==> config.mk <==
export PLATFORM = sky130hd
export DESIGN_NAME = jtag_dr_ir_regs_flat
export DESIGN_NICKNAME = d
export VERILOG_FILES = /design/src/rtl/jtag_dr_ir_regs_if.sv /design/src/rtl/jtag_dr_ir_regs.sv /design/src/flat_wrapper.sv
export SDC_FILE = /design/constraint.sdc
export NUM_CORES = 1
export LEC_CHECK = 0
export ABC_AREA = 1
export CAP_MARGIN = 20
export CORE_AREA = 2 2 67 69
export CTS_CLUSTER_DIAMETER = 100
export CTS_CLUSTER_SIZE = 20
export DETAILED_ROUTE_END_ITERATION = 8
export DIE_AREA = 0 0 69 71
export DONT_BUFFER_PORTS = 1
export GPL_TIMING_DRIVEN = 0
export PLACE_DENSITY_LB_ADDON = 0.25
export SLEW_MARGIN = 10
export SYNTH_ARGS = -nofsm -noshare
export SYNTH_HDL_FRONTEND = slang
export SYNTH_SLANG_ARGS = --single-unit
==> constraint.sdc <==
create_clock -name tclk -period 1.2 [get_ports tclk]
set_input_delay 0.18 -clock tclk [delete_from_list [all_inputs] [get_ports tclk]]
set_output_delay 0.18 -clock tclk [all_outputs]
set_load 0.01 [all_outputs]
==> src/rtl/jtag_dr_ir_regs_if.sv <==
// Bus between the TAP controller side and the IR/DR register bank.
// master: TAP side (drives tdi, state decodes, user_cap; receives tdo/tdo_en, ir_q, user_q, user_upd)
// slave : jtag_dr_ir_regs
interface jtag_dr_ir_regs_if #(
  parameter int unsigned IR_W   = 4,
  parameter int unsigned USER_W = 16
) ();
  logic              tdi;
  logic              test_logic_reset;
  logic              capture_dr;
  logic              shift_dr;
  logic              update_dr;
  logic              capture_ir;
  logic              shift_ir;
  logic              update_ir;
  logic [USER_W-1:0] user_cap;
  logic              tdo;
  logic              tdo_en;
  logic [IR_W-1:0]   ir_q;
  logic [USER_W-1:0] user_q;
  logic              user_upd;

  modport master (
    output tdi, test_logic_reset, capture_dr, shift_dr, update_dr,
           capture_ir, shift_ir, update_ir, user_cap,
    input  tdo, tdo_en, ir_q, user_q, user_upd
  );

  modport slave (
    input  tdi, test_logic_reset, capture_dr, shift_dr, update_dr,
           capture_ir, shift_ir, update_ir, user_cap,
    output tdo, tdo_en, ir_q, user_q, user_upd
  );
endinterface

==> src/rtl/jtag_dr_ir_regs.sv <==
// JTAG instruction register plus IDCODE / BYPASS / optional USER data registers.
// Sits downstream of the TAP FSM and consumes its one-hot state decodes.
// Ports:
//   tclk  - test clock, all state changes on rising edge
//   trst  - synchronous active-high reset, highest priority
//   bus   - jtag_dr_ir_regs_if.slave: tdi, TAP decodes, user_cap in;
//           tdo (combinational), tdo_en, ir_q, user_q, user_upd out
// Build option: define JTAG_USER_DR_EN to build the USER data register;
// otherwise OP_USER falls through to BYPASS and user_q/user_upd are tied 0.
module jtag_dr_ir_regs #(
  parameter int unsigned     IR_W      = 4,
  parameter logic [31:0]     IDCODE    = 32'h1000_0001,
  parameter int unsigned     USER_W    = 16,
  parameter logic [IR_W-1:0] OP_IDCODE = IR_W'(4'h1),
  parameter logic [IR_W-1:0] OP_USER   = IR_W'(4'h8),
  parameter logic [IR_W-1:0] OP_BYPASS = IR_W'(4'hF)
) (
  input  logic                tclk,
  input  logic                trst,
  jtag_dr_ir_regs_if.slave    bus
);

  localparam int unsigned ID_W = 32;

  logic [IR_W-1:0] ir_sh_q, ir_sh_d;
  logic [IR_W-1:0] ir_q_q, ir_q_d;
  logic [ID_W-1:0] id_sh_q, id_sh_d;
  logic            byp_sh_q, byp_sh_d;

  logic sel_id;
  logic sel_user;
  logic user_lsb;
  logic ir_busy;
  logic dr_cap;
  logic dr_sh;
  logic dr_upd;

  // Decode priority: any IR-side or reset decode masks the DR-side ones.
  assign ir_busy = bus.test_logic_reset | bus.capture_ir | bus.shift_ir | bus.update_ir;
  assign dr_cap  = bus.capture_dr & ~ir_busy;
  assign dr_sh   = bus.shift_dr & ~ir_busy & ~bus.capture_dr;
  assign dr_upd  = bus.update_dr & ~ir_busy & ~bus.capture_dr & ~bus.shift_dr;

  // Anything that is neither IDCODE nor (enabled) USER lands on BYPASS, OP_BYPASS included.
  assign sel_id = (ir_q_q == OP_IDCODE);

  // IR and always-present DR next state.
  always_comb begin
    ir_sh_d  = ir_sh_q;
    ir_q_d   = ir_q_q;
    id_sh_d  = id_sh_q;
    byp_sh_d = byp_sh_q;
    if (bus.test_logic_reset) begin
      ir_sh_d  = '0;
      ir_q_d   = OP_IDCODE;
      id_sh_d  = '0;
      byp_sh_d = 1'b0;
    end else if (bus.capture_ir) begin
      ir_sh_d = IR_W'(2'b01);
    end else if (bus.shift_ir) begin
      ir_sh_d = {bus.tdi, ir_sh_q[IR_W-1:1]};
    end else if (bus.update_ir) begin
      ir_q_d = ir_sh_q;
    end else if (dr_cap) begin
      if (sel_id) begin
        id_sh_d = IDCODE;
      end else if (!sel_user) begin
        byp_sh_d = 1'b0;
      end
    end else if (dr_sh) begin
      if (sel_id) begin
        id_sh_d = {bus.tdi, id_sh_q[ID_W-1:1]};
      end else if (!sel_user) begin
        byp_sh_d = bus.tdi;
      end
    end
  end

  // State register.
  always_ff @(posedge tclk) begin
    if (trst) begin
      ir_sh_q  <= '0;
      ir_q_q   <= OP_IDCODE;
      id_sh_q  <= '0;
      byp_sh_q <= 1'b0;
    end else begin
      ir_sh_q  <= ir_sh_d;
      ir_q_q   <= ir_q_d;
      id_sh_q  <= id_sh_d;
      byp_sh_q <= byp_sh_d;
    end
  end

`ifdef JTAG_USER_DR_EN
  logic [USER_W-1:0] user_sh_q, user_sh_d;
  logic [USER_W-1:0] user_q_q, user_q_d;
  logic              user_upd_q, user_upd_d;

  assign sel_user = (ir_q_q == OP_USER);
  assign user_lsb = user_sh_q[0];

  // USER register next state; user_q survives test_logic_reset.
  always_comb begin
    user_sh_d  = user_sh_q;
    user_q_d   = user_q_q;
    user_upd_d = 1'b0;
    if (bus.test_logic_reset) begin
      user_sh_d = '0;
    end else if (sel_user) begin
      if (dr_cap) begin
        user_sh_d = bus.user_cap;
      end else if (dr_sh) begin
        user_sh_d = {bus.tdi, user_sh_q[USER_W-1:1]};
      end else if (dr_upd) begin
        user_q_d   = user_sh_q;
        user_upd_d = 1'b1;
      end
    end
  end

  always_ff @(posedge tclk) begin
    if (trst) begin
      user_sh_q  <= '0;
      user_q_q   <= '0;
      user_upd_q <= 1'b0;
    end else begin
      user_sh_q  <= user_sh_d;
      user_q_q   <= user_q_d;
      user_upd_q <= user_upd_d;
    end
  end

  assign bus.user_q   = user_q_q;
  assign bus.user_upd = user_upd_q;
`else
  logic unused_user;

  assign sel_user     = 1'b0;
  assign user_lsb     = 1'b0;
  assign bus.user_q   = '0;
  assign bus.user_upd = 1'b0;
  assign unused_user  = ^{bus.user_cap, dr_upd};
`endif

  // Serial out: IR shift wins, then the selected DR's LSB.
  always_comb begin
    bus.tdo = 1'b0;
    if (bus.shift_ir) begin
      bus.tdo = ir_sh_q[0];
    end else if (bus.shift_dr) begin
      if (sel_id) begin
        bus.tdo = id_sh_q[0];
      end else if (sel_user) begin
        bus.tdo = user_lsb;
      end else begin
        bus.tdo = byp_sh_q;
      end
    end
  end

  assign bus.tdo_en = bus.shift_dr | bus.shift_ir;
  assign bus.ir_q   = ir_q_q;

endmodule

==> src/flat_wrapper.sv <==
// flat-port wrapper written by rule: the top's interface ports become plain ports
module jtag_dr_ir_regs_flat 
#(
  parameter int unsigned     IR_W      = 4,
  parameter logic [31:0]     IDCODE    = 32'h1000_0001,
  parameter int unsigned     USER_W    = 16,
  parameter logic [IR_W-1:0] OP_IDCODE = IR_W'(4'h1),
  parameter logic [IR_W-1:0] OP_USER   = IR_W'(4'h8),
  parameter logic [IR_W-1:0] OP_BYPASS = IR_W'(4'hF)
)
  (tclk, trst, bus_tdi, bus_test_logic_reset, bus_capture_dr, bus_shift_dr, bus_update_dr, bus_capture_ir, bus_shift_ir, bus_update_ir, bus_user_cap, bus_tdo, bus_tdo_en, bus_ir_q, bus_user_q, bus_user_upd);
  jtag_dr_ir_regs_if #(.IR_W(IR_W), .USER_W(USER_W)) bus_i ();
  input  logic tclk;
  input  logic trst;
  input wire logic [$bits(bus_i.tdi)-1:0] bus_tdi;
  input wire logic [$bits(bus_i.test_logic_reset)-1:0] bus_test_logic_reset;
  input wire logic [$bits(bus_i.capture_dr)-1:0] bus_capture_dr;
  input wire logic [$bits(bus_i.shift_dr)-1:0] bus_shift_dr;
  input wire logic [$bits(bus_i.update_dr)-1:0] bus_update_dr;
  input wire logic [$bits(bus_i.capture_ir)-1:0] bus_capture_ir;
  input wire logic [$bits(bus_i.shift_ir)-1:0] bus_shift_ir;
  input wire logic [$bits(bus_i.update_ir)-1:0] bus_update_ir;
  input wire logic [$bits(bus_i.user_cap)-1:0] bus_user_cap;
  output wire logic [$bits(bus_i.tdo)-1:0] bus_tdo;
  output wire logic [$bits(bus_i.tdo_en)-1:0] bus_tdo_en;
  output wire logic [$bits(bus_i.ir_q)-1:0] bus_ir_q;
  output wire logic [$bits(bus_i.user_q)-1:0] bus_user_q;
  output wire logic [$bits(bus_i.user_upd)-1:0] bus_user_upd;
  assign bus_i.tdi = bus_tdi;
  assign bus_i.test_logic_reset = bus_test_logic_reset;
  assign bus_i.capture_dr = bus_capture_dr;
  assign bus_i.shift_dr = bus_shift_dr;
  assign bus_i.update_dr = bus_update_dr;
  assign bus_i.capture_ir = bus_capture_ir;
  assign bus_i.shift_ir = bus_shift_ir;
  assign bus_i.update_ir = bus_update_ir;
  assign bus_i.user_cap = bus_user_cap;
  assign bus_tdo = bus_i.tdo;
  assign bus_tdo_en = bus_i.tdo_en;
  assign bus_ir_q = bus_i.ir_q;
  assign bus_user_q = bus_i.user_q;
  assign bus_user_upd = bus_i.user_upd;
  jtag_dr_ir_regs #(.IR_W(IR_W), .IDCODE(IDCODE), .USER_W(USER_W), .OP_IDCODE(OP_IDCODE), .OP_USER(OP_USER), .OP_BYPASS(OP_BYPASS)) u_core (.tclk(tclk), .trst(trst), .bus(bus_i));
endmodule
Word-level counts from Yosys, hierarchy flattened
Cells that the tools add are included.
{"block": "totals", "ff_bits": 41, "input_bits": 26}
{"block": "classes", "reduce_logical": 7, "bitwise_logic": 13, "muxes": 13, "eq_ne": 1}
{"op": "two-way mux 32 bit", "count": 4}
{"op": "AND reduction 5 bit", "count": 2}
{"op": "two-way mux 1 bit", "count": 9}
{"op": "NOT 1 bit", "count": 6}
{"op": "equality test 4 x 1 -> 1 bit (second input constant)", "count": 1}
{"op": "OR 1 bit", "count": 4}
{"op": "nonzero test 2 bit", "count": 2}
{"op": "bitwise AND 1 bit", "count": 3}
{"op": "AND reduction 3 bit", "count": 1}
{"op": "OR reduction 3 bit", "count": 1}
{"op": "OR reduction 2 bit", "count": 1}

Longest topological paths before layout
{"block": "logic_depth", "word_depth": 8, "depth_mapped": 9, "ltp_nobuf": 8}

Least setup slack after synthesis
OpenSTA, ideal clock, no wires.
{"block": "synth_timing", "kind": "reg-to-reg", "from": "register u_core.ir_q_q[0] (netlist: u_core.bus.ir_q[0])", "to": "register u_core.id_sh_q[19]", "synth_period_minus_slack_ps": 1206, "arrival_ps": 1093, "setup_ps": 113, "stages_incl_launch_ff": 10, "setup_slack_ps": -6, "required_time_ps": 1087, "cell_sequence": "dfxtp_1 > inv_1 > nor2_1 > nand2_1 > nor2_2 > buf_4 > buf_6 > nand2_1 > nand2_1 > nor2_1"}
{"block": "synth_via", "elab_chain_cells": 2}
{"element": "start, declared", "line": "jtag_dr_ir_regs.sv:26", "text": "logic [IR_W-1:0] ir_q_q, ir_q_d;"}
{"element": "start signal, assigned", "line": "jtag_dr_ir_regs.sv:88", "text": "ir_q_q <= ir_q_d;"}
{"element": "equality test 4 x 1 -> 1 bit", "line": "jtag_dr_ir_regs.sv:45", "text": "assign sel_id = (ir_q_q == OP_IDCODE);"}
{"element": "AND reduction 5 bit (no source line)"}
{"element": "end signal, assigned", "line": "jtag_dr_ir_regs.sv:89", "text": "id_sh_q <= id_sh_d;"}
{"element": "end, declared", "line": "jtag_dr_ir_regs.sv:27", "text": "logic [ID_W-1:0] id_sh_q, id_sh_d;"}
No other way between the ends.
A chain may end at the register's enable or synchronous reset.

Final worst setup path
{"block": "layout_timing", "from": "register u_core.ir_q_q[0] (netlist: u_core.bus.ir_q[0])", "to": "output port bus_tdo"}
{"block": "layout_via", "elab_chain_cells": 4}
{"element": "equality test 4 x 1 -> 1 bit", "line": "jtag_dr_ir_regs.sv:45"}
{"element": "two-way mux 1 bit", "line": "jtag_dr_ir_regs.sv:151", "text": "if (sel_id) begin"}
{"element": "two-way mux 1 bit", "line": "jtag_dr_ir_regs.sv:150", "text": "end else if (bus.shift_dr) begin"}
{"element": "two-way mux 1 bit", "line": "jtag_dr_ir_regs.sv:148", "text": "if (bus.shift_ir) begin"}
{"element": "end, declared", "line": "flat_wrapper.sv:24", "text": "output wire logic [$bits(bus_i.tdo)-1:0] bus_tdo;"}
No other way between the ends.

==> flow_summary.yaml <==
clock_network:
  cts_tree: "done"
  cts_buffers: 5
  cts_sinks: 41
  cts_hold_buf: 0
  clock_latency_ns: 0.30
  ctsRootBufferMaster: "clkbuf_8"
  htreeDepth: 2
  cts.clk_slew.worst_paths_ns: 0.08
  ctsLongestPathBuffers: 2
power:
  power_mw: 2.824
  power_density_mw_per_mm2: 1217
  ir_worst_vdd_mv: 0.7012
  p_leak_nw: 0.9983
yosys:
  ys_seq_area_share_pct: 45.78
  syn_area_mm2: 0.001793
  async_reset_ff_share_pct: 0
  synthTopCellsByArea: "dfxtp_1 (46%), nor2_1 (12%), a21oi_1 (8.1%), nand2_1 (7.7%), buf_4 (7.5%)"
  synth_enable_flop_cells: 0
  synth_top_area_share_pct: 45.78
  ys_types: 19
  netlist_instances: 244
  avgSynthCellArea_um2: 7.348
  ys_warn_count: 0
  synth_seq_cells: 41
  synthTopCellsByCount: "nor2_1 (56), dfxtp_1 (41), nand2_1 (37)"
  synth_top_area_cell: "dfxtp_1"
  synth_top_flop_cell: "dfxtp_1"
  synth_most_common_cell: "nor2_1"
worst_setup_path:
  cp-end-kind: "output pin"
  rr_endpoint: "u_core.id_sh_q[25]"
  r2r_start: "u_core.bus.ir_q[0]"
  path_max_fanout: 4
  cpPeakStageDelay_ns: 0.38
  crit_chain: "inv_4, nor2_4, nand2_4, inv_4, nor2_2, o21ai_2"
  cp_common_cell: "inv_4"
  critPathSlowestCell: "dfxtp_4"
  crit_type: "reg2out"
  crit_arrival_ns: 1.19
  crit_required_ns: 1.02
  crit_path_start_kind: "flop"
  cpLargestDelayFamily: "flip-flops"
  crit_buf_inv: 2
  rrSetupSlack_ns: -0.11
  r2r_cells: 9
drt:
  via_per_inst: 4.672
  routed-via-count: 1537
  drc: 0
  dr.first_iter.drc_count: 86
  first_pass_iters: 4
  detail-route-antenna-nets: 0
  wl_per_cell_um: 11.70
  drt-total-wl_um: 3850
finish:
  fin_cells: 329
  syn_to_final_growth_pct: 29.45
  antenna_cells: 0
  nets: 302
  drive_above_1_share_pct: 30.32
  fin_util_pct: 55.21
hold_path:
  hold_class: "in2reg"
  min_from: "bus_tdi"
  min_to: "u_core.id_sh_q[31]"
  min_path_cells: 2
sta:
  rsz0062_at_grt: "true"
  fmax_ghz: 0.7301
  fin_ws_ns: -0.1697
  fin_hold_ws_ns: 0.01137
  fin_crit_ns: 1.370
  setup_viol: 33
  final_max_slew_viol_count: 0
  max_slew.worst_pin.slew_ns: 0.5270
  fin_skew_ns: 0.005571
  relSlewSlack_pct: 64.74
  finalCritPeriodShare_pct: 114.1
  finalHoldViolCount: 0
floorplan:
  die-area_mm2: 0.004899
  rows: 24
  start_util_pct: 42.65
  fp.dieH_um: 71
  core_mm2: 0.004204
  die_w_um: 69
  ios: 49
grt:
  grt_max_degree: 13
  grt_pass1_vias: 1354
  grt_first_pass_wirelength_um: 6134
  grt_use_total_pct: 15.89
  grt_overflow: 0
  antenna_found_initial: 0
placement:
  dp_hpwl_um: 2438
  io_buffers: 0
  placed_cells: 312
  gp_congestion: 0.7431
run_status:
  violations: "negative setup slack"
  status: "finished, violations left"
flow_run:
  maxCapViolations: 0
through the flow:
stage / setup slack (ns) / area [um^2] / setup TNS [ns]
after detailed placement: -0.1516 / 1919 / -3.532
after CTS: -0.1751 / 2125 / -2.912
after global placement: -0.1526 / 1919 / -3.321
final: -0.1697 / 2321 / -2.212
after global routing: -0.1985 / 2321 / -3.847
after floorplan: 0.03253 / 1854 / 0
report_power, final:
| part | total, mW | leakage, nW | internal (mW) | switching, mW |
|---|---|---|---|---|
| logic | 0.266 | 0.607 | 0.115 | 0.151 |
| registers | 1.39 | 0.332 | 1.38 | 0.0137 |
| clock network | 1.17 | 0.0585 | 0.678 | 0.491 |
| total | 2.82 | 0.998 | 2.17 | 0.656 |
what timing repair did:
| item | in CTS | in global routing |
|---|---|---|
| cloned | 1 | 2 |
| setup buffers | 2 | 4 |
| pin swaps | 3 | 14 |
| hold endpoints to repair | 0 | 0 |
| resized for setup | 23 | 36 |
| setup endpoints to repair | 28 | 33 |
how the worst max path moves through the flow:
stage	startpoint	end	slack (ns)	depth (start not counted)
6_report	u_core.bus.ir_q[0]	bus_tdo	-0.17	6
5_1_grt	u_core.bus.ir_q[0]	bus_tdo	-0.20	6
4_1_cts	u_core.bus.ir_q[0]	bus_tdo	-0.18	6
3_5_place_dp	u_core.bus.ir_q[1]	u_core.id_sh_q[12]	-0.15	7
3_3_place_gp	u_core.bus.ir_q[1]	u_core.id_sh_q[20]	-0.15	7
2_1_floorplan	u_core.bus.ir_q[0]	u_core.id_sh_q[19]	0.03	9
worst reg2reg max path, delay by kind of cell (launching register included):
| family | cells | cell delay [ns] |
|---|---|---|
| flops | 1 | 0.38 |
| buf+inv | 4 | 0.42 |
| simple gates | 4 | 0.30 |
| compound gates | 1 | 0.11 |
cell usage in the layout, fill, tap and decap left out, types with 3 or more instances in the layout:
| cell | instances |
|---|---|
| a21oi_1 | 7 |
| a21oi_2 | 21 |
| buf_2 | 4 |
| buf_4 | 21 |
| buf_6 | 9 |
| clkbuf_1 | 4 |
| clkbuf_8 | 6 |
| conb_1 | 17 |
| dfxtp_1 | 37 |
| dfxtp_2 | 3 |
| inv_1 | 9 |
| nand2_1 | 36 |
| nor2_1 | 51 |
| nor2_4 | 4 |
| o21ai_0 | 19 |
| o21ai_1 | 11 |
per-layer routing:
metal / routed length [um] / GRT usage [%]
met5: 0 / 0
met3: 157 / 3.561
met2: 1770 / 24.89
met4: 87 / 10.46
met1: 1835 / 19.72
state kept, by name, summed over array words and instances (netlist names):
name / flops
u_core.bus.ir_q: 4
u_core.byp_sh_q: 1
u_core.id_sh_q: 32
u_core.ir_sh_q: 4
cells by family after synthesis:
kind of cell           synth area share (%)
AOI/OAI and AO/OA                     17.24
buffers and inverters                 14.31
DFF                                   45.78
other                                0.2092
and+or+nand+nor                       22.47
final cells by class:
cell class | count | area (um^2)
multi-input cells | 178 | 934.6
clock inverters | 1 | 30.03
plain buffers | 31 | 237.7
well taps | 52 | 65.06
clock buffers | 7 | 86.33
inverters | 11 | 46.29
fillers | 406 | 1883
repair buffers | 8 | 92.59
flip-flops and latches | 41 | 828.3
Power figures use the tool's default switching activity.
